==> src/rtl/button_capture_pkg.sv <==
// Shared constants for the push-button input stage and the I/O manager
// that reads it.
package button_capture_pkg;

    // Memory-mapped I/O addresses decoded by the I/O manager.
    localparam logic [15:0] BUTTON_ADDR    = 16'hFFFD;
    localparam logic [15:0] LED_RED_ADDR   = 16'hFFFE;
    localparam logic [15:0] LED_GREEN_ADDR = 16'hFFFF;

    // Board defaults: four keys, 5 ms debounce at 50 MHz.
    localparam int unsigned DEFAULT_N_BUTTONS       = 4;
    localparam int unsigned DEFAULT_DEBOUNCE_CYCLES = 250000;
    localparam int unsigned DEFAULT_CNT_W           = 18;

    // Idle level of a raw, active-low key.
    localparam logic RAW_IDLE = 1'b1;

endpackage : button_capture_pkg

==> src/rtl/button_capture_debounce_cell.sv <==
// One push-button: two-flop synchroniser, debounce counter, stable level
// register and a one-cycle press indication.
module debounce_cell
    import button_capture_pkg::*;
#(
    parameter int unsigned DEBOUNCE_CYCLES = DEFAULT_DEBOUNCE_CYCLES,
    parameter int unsigned CNT_W           = DEFAULT_CNT_W
) (
    input  logic clk,
    input  logic reset,
    input  logic raw,
    output logic level,
    output logic press
);

    // Count value at which a differing sample has been seen for
    // DEBOUNCE_CYCLES consecutive edges.
    localparam logic [CNT_W-1:0] LIMIT = CNT_W'(DEBOUNCE_CYCLES - 1);

    logic             sync1;
    logic             sync2;
    logic             sample;
    logic             stable;
    logic [CNT_W-1:0] count;
    logic             differs;
    logic             at_limit;

    // Two-flop synchroniser; resets to the idle (released) level so no
    // phantom press appears when reset is removed.
    always_ff @(posedge clk or negedge reset) begin
        if (!reset) begin
            sync1 <= RAW_IDLE;
            sync2 <= RAW_IDLE;
        end else begin
            sync1 <= raw;
            sync2 <= sync1;
        end
    end

    // Keys are active-low on the board; everything downstream is active-high.
    assign sample   = ~sync2;
    assign differs  = (sample != stable);
    assign at_limit = (count == LIMIT);

    // Debounce: any agreement with the stable level restarts the count,
    // and the counter is cleared on the accept edge so it never passes LIMIT.
    always_ff @(posedge clk or negedge reset) begin
        if (!reset) begin
            count  <= '0;
            stable <= 1'b0;
        end else if (!differs) begin
            count  <= '0;
        end else if (at_limit) begin
            stable <= sample;
            count  <= '0;
        end else begin
            count  <= count + CNT_W'(1);
        end
    end

    assign level = stable;

    // High during the cycle whose rising edge accepts a 0->1 transition,
    // so the sticky flag sets on the same edge as the level.
    assign press = differs && at_limit && sample;

endmodule : debounce_cell

==> src/rtl/button_capture.sv <==
// Button input stage in front of the I/O manager's read port at BUTTON_ADDR:
// per-key synchronise and debounce, sticky press flags cleared on CPU read.
//
// rd_clr is a bare one-cycle strobe (no valid/ready): every rising edge on
// which it is high clears all flags, except that a press accepted on that
// same edge still sets its flag, so no press is lost across a read.
module button_capture
    import button_capture_pkg::*;
#(
    parameter int unsigned N_BUTTONS       = DEFAULT_N_BUTTONS,
    parameter int unsigned DEBOUNCE_CYCLES = DEFAULT_DEBOUNCE_CYCLES,
    parameter int unsigned CNT_W           = DEFAULT_CNT_W
) (
    input  logic                 clk,
    input  logic                 reset,
    input  logic [N_BUTTONS-1:0] buttons_raw,
    input  logic                 rd_clr,
    output logic [N_BUTTONS-1:0] buttons_level,
    output logic [N_BUTTONS-1:0] buttons_event,
    output logic                 event_pending
);

    logic [N_BUTTONS-1:0] press;
    logic [N_BUTTONS-1:0] events;

    for (genvar i = 0; i < N_BUTTONS; i++) begin : g_cell
        debounce_cell #(
            .DEBOUNCE_CYCLES (DEBOUNCE_CYCLES),
            .CNT_W           (CNT_W)
        ) u_cell (
            .clk   (clk),
            .reset (reset),
            .raw   (buttons_raw[i]),
            .level (buttons_level[i]),
            .press (press[i])
        );
    end

    // Sticky flags: clear on read, with a simultaneous press taking priority.
    always_ff @(posedge clk or negedge reset) begin
        if (!reset) begin
            events <= '0;
        end else begin
            events <= (rd_clr ? '0 : events) | press;
        end
    end

    assign buttons_event = events;
    assign event_pending = |events;

endmodule : button_capture
==> config.mk <==
export PLATFORM = sky130hd
export DESIGN_NAME = button_capture
export DESIGN_NICKNAME = d
export VERILOG_FILES = /design/src/rtl/button_capture_pkg.sv /design/src/rtl/button_capture_debounce_cell.sv /design/src/rtl/button_capture.sv
export SDC_FILE = /design/constraint.sdc
export NUM_CORES = 1
export LEC_CHECK = 0
export BUFFER_PORTS_ARGS = -buffer_cell sky130_fd_sc_hd__buf_2
export CAP_MARGIN = 25
export CORE_AREA = 2 2 91 93
export DETAILED_ROUTE_END_ITERATION = 7
export DIE_AREA = 0 0 93 95
export PLACE_DENSITY = 0.71
export SKIP_CTS_REPAIR_TIMING = 1
export SLEW_MARGIN = 20
export SYNTH_ARGS = -nofsm -noshare
export SYNTH_HDL_FRONTEND = slang
export SYNTH_SLANG_ARGS = --single-unit
export TNS_END_PERCENT = 100
==> constraint.sdc <==
create_clock -name clk -period 5.5 [get_ports clk]
set_input_delay 0 -clock clk [delete_from_list [all_inputs] [get_ports clk]]
set_output_delay 0 -clock clk [all_outputs]
set_load 0.03 [all_outputs]
==> metrics list <==
* Wire length of the first global-routing pass: 13.53 mm
* Max Clock Skew: 0.008747 ns
* Final WL: between 7 and 8 mm
* Worst Max-Slew Pin Slew: 0.8894 ns
* Maximum number of pins on one net before global-route repair: 59
* Setup repair after global routing missed its margin: false
* Overflow left after global routing: 0
- Based on the critical path, the design can be clocked at up to about 0.45 GHz.
* Total power: 1175 uW
- Final hold vios: 0
- The repair_antennas step left the layout with diodes totalling 0.
- After routing, the total negative slack on setup checks comes to 0 ns.
- Max-cap violations in this run came to 0.
* Status: finished clean
- The final layout contains approximately 450 nets.
- In the routed design, unresolved DRC markers number 0.
- Portion of the post-synthesis area used by sequential elements: about 52%
- CTS buffer count: 9
- HPWL after detailed placement: 5.363 mm
- Horizontal extent of the die: approximately 93 um
- Capture point of the critical path: g_cell[0].u_cell.count[17]
* Setup CP Type: flip-flop to flip-flop
- Number of instances in the synthesized netlist: 414
* Worst-case reg-to-reg path depth: 5
* Most common library cell in the layout ignoring fill and taps: sky130_fd_sc_hd__dfrtp_1
- Dividing the detail-routed wire length by the instance count gives approximately 14 um.
- The Yosys step of the flow raised 0 warnings.
* CTS tree: built
- Total via count in the routed design: around 3,000
* Area Overhead vs Synth: 10.53%
* Register-to-register setup slack: 3.26 ns
- In this run the critical register-to-register path is captured at g_cell[0].u_cell.count[17].
- Synth Area per Inst: 10.24 sq um
* Cell types with the largest area share after synthesis: sky130_fd_sc_hd__dfrtp_1 47%, sky130_fd_sc_hd__xnor2_1 8.1%, sky130_fd_sc_hd__nor2_1 6.0%
* Library cells used by synthesis: 44
- Iteration count of the initial detailed-routing pass: 4
- The number of nets handed over by synthesis was around 430.
- Clock insertion delay at the later pin of the skew report: between 0.3 and 0.4 ns
- Buffer depth of the longest clock path: 2
- The via count of the first global-routing pass came to about 2,800.
- After detailed routing, the number of vias per cell comes to about 5.6.
- The top cell types in the final layout, fill and taps aside, are 80 x sky130_fd_sc_hd__dfrtp_1, 68 x sky130_fd_sc_hd__nor2_1, 39 x sky130_fd_sc_hd__xnor2_1.
- Once the floorplan was initialized, standard cells occupied a little over half of the core.
- STA classifies the critical path endpoint as a flip-flop.
- Counting I/O delays and the setup requirement, the final critical path takes around 2.2 ns.
- Yosys mapped a number of flops with a built-in enable equal to 0.
- Finish-stage setup viols: 0
- Violation count after the first detailed-route iteration: 127
- Data on the critical path is required at its endpoint by approximately 5.8 ns.
* Tcrit/Tclk final: around 40%
- Share of cells above drive strength 1: approximately an eighth
- Worst path arrival time: 2.49 ns
- The most critical setup path has its startpoint at g_cell[0].u_cell.count[10].
- The floorplan step defined a die boundary enclosing slightly below 0.009 sq mm.
- The worst register-to-register path begins at g_cell[0].u_cell.count[10].
- Total routing usage reported by global routing: between 15 and 20%
* Die Span Y: roughly 95 um
- Ratio of total power to cell area: 250.8 mW/mm^2
- The mapped netlist covers between 0.004 and 0.005 sq mm.
- Worst slew slack as a fraction of its limit: between 40% and 50%
- In this run, synthesis produced a sequential element count of about 90.
- Static Leakage: 0.001908 uW
* Final Slew Violations: 0
* Asr flop ratio synth: 100.0%
- Clock tree synthesis selected as its root buffer the cell sky130_fd_sc_hd__clkbuf_8.
* Worst vdd ir: approximately 150 uV
- Critical-path maximum fanout: 10
- Critical path launch point type: flip-flop
* Leading register cell type out of synthesis: sky130_fd_sc_hd__dfrtp_1
* Hold WC Path Type: input port to asynchronous set/reset pin
- Antenna violations before repair: 0
- Final weighted congestion in routability-driven placement: slightly below 0.8
* Num ports: 16
- H-tree lvl count: 3
- Number of clock sinks: 88
* Dominant cell type by area after synthesis: sky130_fd_sc_hd__dfrtp_1
* Fraction of synthesized cell area taken by the top area cell type: ~47%
- The detail route stage leaves a number of antenna-violating nets equal to 0.
- After clock tree synthesis, the clock-pin slew on the worst setup and hold paths is around 0.090 ns.
- Number of rows in the core area: 33
- In this run the standard cell core region covers 0.007928 sq mm.
- During placement, the flow inserted port buffers numbering 15.
## worst min path at each step
| stage | from | endpoint | slack (ns) | cells after the start |
|---|---|---|---|---|
| floorplan | reset | buttons_event[0] | -0.30 | 0 |
| global placement | buttons_raw[2] | g_cell[2].u_cell.sync1 | 0.11 | 1 |
| detailed placement | reset | g_cell[0].u_cell.count[11] | -0.03 | 1 |
| CTS | reset | g_cell[0].u_cell.count[10] | -0.44 | 1 |
| global route | reset | g_cell[0].u_cell.count[9] | 0.13 | 2 |
| finish | reset | g_cell[0].u_cell.count[12] | 0.10 | 2 |
## where the power goes
group,internal (uW),switching [uW],total (uW),leakage (uW)
clock,215,244,459,0.000101
combinational,17.1,29.7,46.8,0.000615
sequential,659,10.6,670,0.00119
## cell families after synthesis
kind of cell	count (synthesis)	share of synthesized area (%)
flip-flops	88	52.17
AO/OA/AOI/OAI	24	4.279
XOR/XNOR	61	12.60
multiplexers	3	0.7082
adder cells (fa/ha/maj)	4	1.180
buffers and inverters	24	2.715
AND/OR/NAND/NOR	210	26.35
## state kept, by name, summed over array words and instances (netlist names)
signal and cells:
g_cell.u_cell.sync1 4, buttons_event 4, g_cell.u_cell.level 4, g_cell.u_cell.sync2 4
g_cell.u_cell.count 72
## cell type report
type / count / area, sq um
multi-input combinational: 302 / 1917
tap: 105 / 131.4
timing repair buffer: 24 / 180.2
inverter: 12 / 45.04
fill: 706 / 3241
sequential: 88 / 2212
clock buffer: 9 / 123.9
clock inverter: 7 / 77.57
## worst max-delay path, stage by stage (launching register included)
cell	delay [ns]
sky130_fd_sc_hd__dfrtp_1	0.45
sky130_fd_sc_hd__nor4_1	0.30
sky130_fd_sc_hd__nand4_1	0.17
sky130_fd_sc_hd__o41ai_2	0.87
sky130_fd_sc_hd__buf_4	0.29
sky130_fd_sc_hd__a21oi_1	0.06
## layer usage
metal / global-route usage (%) / part of all wire (%) / vias to the layer above
li1: - / - / 1513
met1: 28.35 / 49 / 1492
met2: 28.68 / 47 / 32
met3: 4.789 / 3.1 / 8
met4: 6.985 / 1.4 / 0
met5: 0 / 0 / -
## per-stage QoR
step | utilization [%] | area (sq um) | std cells | setup WS (ns) | hold slack (ns)
2_1_floorplan | - | 4240 | 414 | 3.467 | -0.2956
3_3_place_gp | 55.43 | 4394 | 524 | 3.260 | 0.1052
3_5_place_dp | 55.78 | 4422 | 525 | 3.167 | -0.03474
4_1_cts | 58.32 | 4623 | 541 | 3.158 | -0.4350
5_1_grt | 59.12 | 4687 | 547 | 3.014 | 0.1278
6_report | 59.12 | 4687 | 547 | 3.257 | 0.1024
## synthesized netlist by cell type, types with 3 or more instances
| master | count |
|---|---|
| sky130_fd_sc_hd__dfstp_2 | 8 |
| sky130_fd_sc_hd__nor2_1 | 68 |
| sky130_fd_sc_hd__ha_1 | 4 |
| sky130_fd_sc_hd__and4_1 | 8 |
| sky130_fd_sc_hd__nand4_1 | 25 |
| sky130_fd_sc_hd__and3_1 | 7 |
| sky130_fd_sc_hd__nand2_1 | 22 |
| sky130_fd_sc_hd__clkbuf_1 | 5 |
| sky130_fd_sc_hd__nand2b_1 | 3 |
| sky130_fd_sc_hd__or4_1 | 7 |
| sky130_fd_sc_hd__o31ai_1 | 5 |
| sky130_fd_sc_hd__buf_4 | 4 |
| sky130_fd_sc_hd__mux2i_1 | 3 |
| sky130_fd_sc_hd__nor3_1 | 10 |
| sky130_fd_sc_hd__nor4_1 | 17 |
| sky130_fd_sc_hd__xnor2_1 | 39 |
| sky130_fd_sc_hd__or3_1 | 5 |
| sky130_fd_sc_hd__dfrtp_1 | 80 |
| sky130_fd_sc_hd__inv_1 | 12 |
| sky130_fd_sc_hd__xor2_1 | 22 |
| sky130_fd_sc_hd__nand3_1 | 21 |
| sky130_fd_sc_hd__o21ai_0 | 4 |
| sky130_fd_sc_hd__a21oi_1 | 6 |
Note: power is estimated with default switching activity, not from simulation.
